<file path="src/rtl/sig_analyzer.sv">
// -----------------------------------------------------------------------------
// sig_analyzer
//
// Serial signature analyzer (MISR) that compacts the 1-bit output stream of a
// circuit under test into a CRC-style signature. Each capture window is
// sequenced by a start/busy/done handshake:
//   IDLE -> SKIP (LATENCY cycles, din ignored) -> CAPTURE (N samples) -> DONE
// A zero-length request (N == 0) goes straight from IDLE to DONE. In the DONE
// cycle the signature is compared against GOLDEN, and the result is held on
// pass until the next accepted start.
//
// Ports
//   clk          single clock, all state updates on the rising edge
//   rst          synchronous, active-high reset (overrides start)
//   start        request a capture window, sampled only in IDLE
//   num_samples  number of bits to compact, latched when start is accepted
//   din          serial output bit from the circuit under test
//   busy         high whenever the analyzer is not IDLE
//   done         one-cycle pulse in the DONE state
//   signature    current signature register
//   pass         signature == GOLDEN, valid from the done pulse onwards
// -----------------------------------------------------------------------------
module sig_analyzer #(
  parameter int                 WIDTH   = 16,
  parameter logic [WIDTH-1:0]   POLY    = 16'h1021,
  parameter logic [WIDTH-1:0]   SEED    = 16'hFFFF,
  parameter logic [WIDTH-1:0]   GOLDEN  = 16'h0000,
  parameter int                 LATENCY = 1,
  parameter int                 COUNT_W = 16
) (
  input  logic               clk,
  input  logic               rst,
  input  logic               start,
  input  logic [COUNT_W-1:0] num_samples,
  input  logic               din,
  output logic               busy,
  output logic               done,
  output logic [WIDTH-1:0]   signature,
  output logic               pass
);

  typedef enum logic [1:0] {
    S_IDLE,
    S_SKIP,
    S_CAPTURE,
    S_DONE
  } state_t;

  // Terminal count of the skip window; never reached when LATENCY is 0
  // because SKIP is bypassed in that case.
  localparam logic [COUNT_W-1:0] LAT_LAST =
    COUNT_W'((LATENCY == 0) ? 0 : LATENCY - 1);

  state_t             state;
  logic [COUNT_W-1:0] cnt;
  logic [COUNT_W-1:0] n_lat;
  logic [WIDTH-1:0]   sig_next;
  logic               fb;

  // One MISR step: shift left, fold the feedback bit in through POLY.
  always_comb begin
    // NOTE: every signal assigned in always_comb gets a default first so no
    // path can leave it unassigned and infer a latch.
    fb       = 1'b0;
    sig_next = signature;
    fb       = signature[WIDTH-1] ^ din;
    sig_next = {signature[WIDTH-2:0], 1'b0} ^ (fb ? POLY : '0);
  end

  // NOTE: sequential state uses non-blocking assignments only, so every
  // register sees the pre-edge value of every other register.
  always_ff @(posedge clk) begin
    if (rst) begin
      state     <= S_IDLE;
      signature <= '0;
      pass      <= 1'b0;
      busy      <= 1'b0;
      done      <= 1'b0;
      cnt       <= '0;
      n_lat     <= '0;
    end else begin
      done <= 1'b0;
      case (state)
        S_IDLE: begin
          if (start) begin
            n_lat     <= num_samples;
            signature <= SEED;
            cnt       <= '0;
            busy      <= 1'b1;
            if (num_samples == '0) begin
              // Empty window: the seed itself is the final signature.
              state <= S_DONE;
              done  <= 1'b1;
              pass  <= (SEED == GOLDEN);
            end else begin
              pass  <= 1'b0;
              state <= (LATENCY > 0) ? S_SKIP : S_CAPTURE;
            end
          end
        end

        S_SKIP: begin
          if (cnt == LAT_LAST) begin
            cnt   <= '0;
            state <= S_CAPTURE;
          end else begin
            cnt <= cnt + 1'b1;
          end
        end

        S_CAPTURE: begin
          signature <= sig_next;
          if (cnt == n_lat - 1'b1) begin
            // Last sample: pass is registered together with the done pulse,
            // from the signature value being written on this edge.
            cnt   <= '0;
            state <= S_DONE;
            done  <= 1'b1;
            pass  <= (sig_next == GOLDEN);
          end else begin
            cnt <= cnt + 1'b1;
          end
        end

        S_DONE: begin
          state <= S_IDLE;
          busy  <= 1'b0;
        end

        default: begin
          state <= S_IDLE;
          busy  <= 1'b0;
        end
      endcase
    end
  end

endmodule

</file>
<file path="config.mk">
export PLATFORM = sky130hd
export DESIGN_NAME = sig_analyzer
export DESIGN_NICKNAME = d
export VERILOG_FILES = /design/src/rtl/sig_analyzer.sv
export SDC_FILE = /design/constraint.sdc
export NUM_CORES = 1
export LEC_CHECK = 0
export BUFFER_PORTS_ARGS = -buffer_cell sky130_fd_sc_hd__buf_2
export CAP_MARGIN = 30
export CORE_ASPECT_RATIO = 1.25
export CORE_MARGIN = 1.5
export CORE_UTILIZATION = 46
export DETAILED_ROUTE_END_ITERATION = 12
export PLACE_DENSITY = 0.63
export SLEW_MARGIN = 20
export SYNTH_ARGS = -nofsm -noshare
export SYNTH_HDL_FRONTEND = slang
export SYNTH_SLANG_ARGS = --single-unit
</file>
<file path="constraint.sdc">
create_clock -name clk -period 3.3 [get_ports clk]
set_clock_uncertainty 0.1 [all_clocks]
set_input_delay 0.66 -clock clk [delete_from_list [all_inputs] [get_ports clk]]
set_output_delay 0.66 -clock clk [all_outputs]
set_load 0.1 [all_outputs]
</file>
==> reports/metrics.yaml <==
num_vias: 2638
hold_path.class: "reg2reg"
status: "complete, no violations"
nets: 414
arrival_ps: 2920
grt_pass1_wl_um: 11300
rsz0062_at_grt: "no"
slew_headroom_pct: 44.7
async_flop_share_pct: 0
ys_ff_latch: 53
netlist_area_um2: 2930
rows: 32
synthToLayoutAreaGrowth_pct: 10.1
cts-hold-fix-buffers: 0
wirelength_um: 6880
yosysMostFrequentCell: "dfxtp_1"
drc: 0
post_cts_resized: 0
cp-end-kind: "flip-flop"
cp-start-kind: "flip-flop"
initial_core_util_pct: 47.6
maxCapViolations: 0
synth_mux_area_share_pct: 0.682
via_per_inst: 5.58
drt-initial-drc-count: 137
whs_path_depth: 2
grt_remaining_overflow: 0
synthCells: 357
leakagePower_nw: 1.29
yosys.area.top_type: "dfxtp_1"
synth-adder-area-share_pct: 2.99
irDropWorstVdd_v: 0.00101
cts_buffer_depth: 2
crit_type: "reg2reg"
synth_xor_area_share_pct: 8.06
synth_compound_area_share_pct: 19.6
die_y_um: 92.3
antenna_found_initial: 0
firstDrtPassIters: 4
clock_sinks: 53
fin_area_um2: 3230
syn_area_per_cell_um2: 8.22
die_x_um: 74.4
die-area_um2: 6870
synth_top_family_by_area: "simple AND/OR/NAND/NOR gates"
routedWlPerCell_um: 14.5
antennaDiodeCount: 0
path_cells: "inv_1 -> ha_1 -> nor4b_4 -> and3_2 -> xnor2_1 -> a211oi_1 -> o221a_2 -> a211oi_4 -> nand2b_1 -> a31oi_1"
synth_nets: 384
drtAntennaViolNets: 0
boundaryPins: 39
synth_common_cells: "53 x dfxtp_1, 50 x nand2_1, 28 x nor2_1"
grt_usage_pct: 20.8
hold_viol_final: 0
ys_types: 59
dpl-instance-area_um2: 3150
fin_crit_ps: 2780
synth_area_leaders: "dfxtp_1 36%, nand2_1 6.4%, a21oi_1 4.6%"
post-place-ws_ps: 516
synth.top_cell.area_share_pct: 36.2
setup_viol: 0
grt_pass1_vias: 2415
numPortBuffers: 38
max_freq_ghz: 0.359
cts_setup_buffers: 0
core_um2: 6170
yosysWarnings: 0
setup_tns_ps: 0
required_ps: 3440
drive_above_1_share_pct: 17.8
gp_congestion: 0.886
drv_slew: 0
fillers: 643
synth-simple-area-share_pct: 27.9
fin_crit_sh_pct: 84.3
cts_tree: "built"
cts-root-buf: "clkbuf_8"
critPathMaxStageDelay_ps: 450
cp_max_fo: 10
cp_slowest_cell: "a211oi_4"
fin_ws_ps: 518
rr_worst_depth: 10
post-dp-hpwl_um: 5180
insertion_delay_ps: 300
synth.yosys.seq_area_share_pct: 36.2
clkTransAtPathRegs_ps: 90
cts_inserted_buffers: 5
grt_max_degree: 44
tightest_slew_ps: 824
power.density_nw_per_um2: 915
htree_levels: 2
synth_ff_type: "dfxtp_1"
synth_edf_count: 0
[path summary, 6_finish.rpt]
kind              slack [ps]       to  startpoint
hold / removal           390     pass        pass
hold reg to reg          390     pass        pass
setup reg to reg         520  cnt[12]    n_lat[0]
setup / recovery         520  cnt[12]    n_lat[0]
[per-stage QoR]
| step | total power [W] | hold slack [ps] | util, % | instances |
|---|---|---|---|---|
| detailed placement | 0.00261 | 376 | 51.1 | 465 |
| CTS | 0.00297 | 390 | 52.4 | 473 |
| floorplan | 0.00233 | 348 | - | 357 |
| global placement | 0.00259 | 367 | 51.0 | 464 |
| finish | 0.00296 | 388 | 52.4 | 473 |
| global route | 0.00313 | 411 | 52.4 | 473 |
[logic make-up after synthesis]
kind of cell / Yosys count
and+or+nand+nor: 152
AOI/OAI and AO/OA: 89
DFF: 53
xor gates and xnor gates: 27
buffers and inverters: 27
adders and majority gates: 7
muxes: 2
[registers in the layout (all words and copies together), names as in the netlist]
name and cells:
busy 1, pass 1, state 2, n_lat 16
done 1, signature 16, cnt 16
[layer usage]
| layer | vias up | share of wire, % | GRT usage [%] |
|---|---|---|---|
| li1 | 1346 | - | - |
| met1 | 1226 | 44 | 25.8 |
| met2 | 57 | 50 | 35.9 |
| met3 | 9 | 3.8 | 3.70 |
| met4 | 0 | 1.4 | 6.36 |
| met5 | - | 0 | 0 |
[worst max-delay path: cells and delay by family, from the launching register on]
kind	cells	cell delay, ps
adder cells (fa/ha/maj)	1	240
AND/OR/NAND/NOR	3	740
XOR/XNOR	1	120
flip-flops	1	370
buffers and inverters	1	80
AO/OA/AOI/OAI	4	1060
[cell usage in the layout, fill, tap and decap left out, types with 10 or more instances in the layout]
| master | count |
|---|---|
| buf_2 | 38 |
| o22ai_1 | 17 |
| dfxtp_1 | 53 |
| a21oi_1 | 27 |
| a31oi_1 | 17 |
| nand2_1 | 50 |
| nor2_1 | 28 |
| nor4_1 | 10 |
| xor2_1 | 13 |
| xnor2_1 | 14 |
[power by group]
group | leakage, nW | switching (W) | internal (W)
combinational | 0.815 | 0.00119 | 0.000458
clock | 0.0395 | 0.000207 | 0.000151
sequential | 0.434 | 0.000172 | 0.000777
[cell type report]
cell class / count / area (um2) / share of cell area [%]
multi-input combinational: 277 / 1740 / 53.8
sequential: 53 / 1060 / 32.8
timing repair buffer: 41 / 213 / 6.58
tap: 85 / 106 / 3.29
clock buffer: 8 / 80.1 / 2.48
inverter: 9 / 33.8 / 1.05
Power figures use the tool's default switching activity.
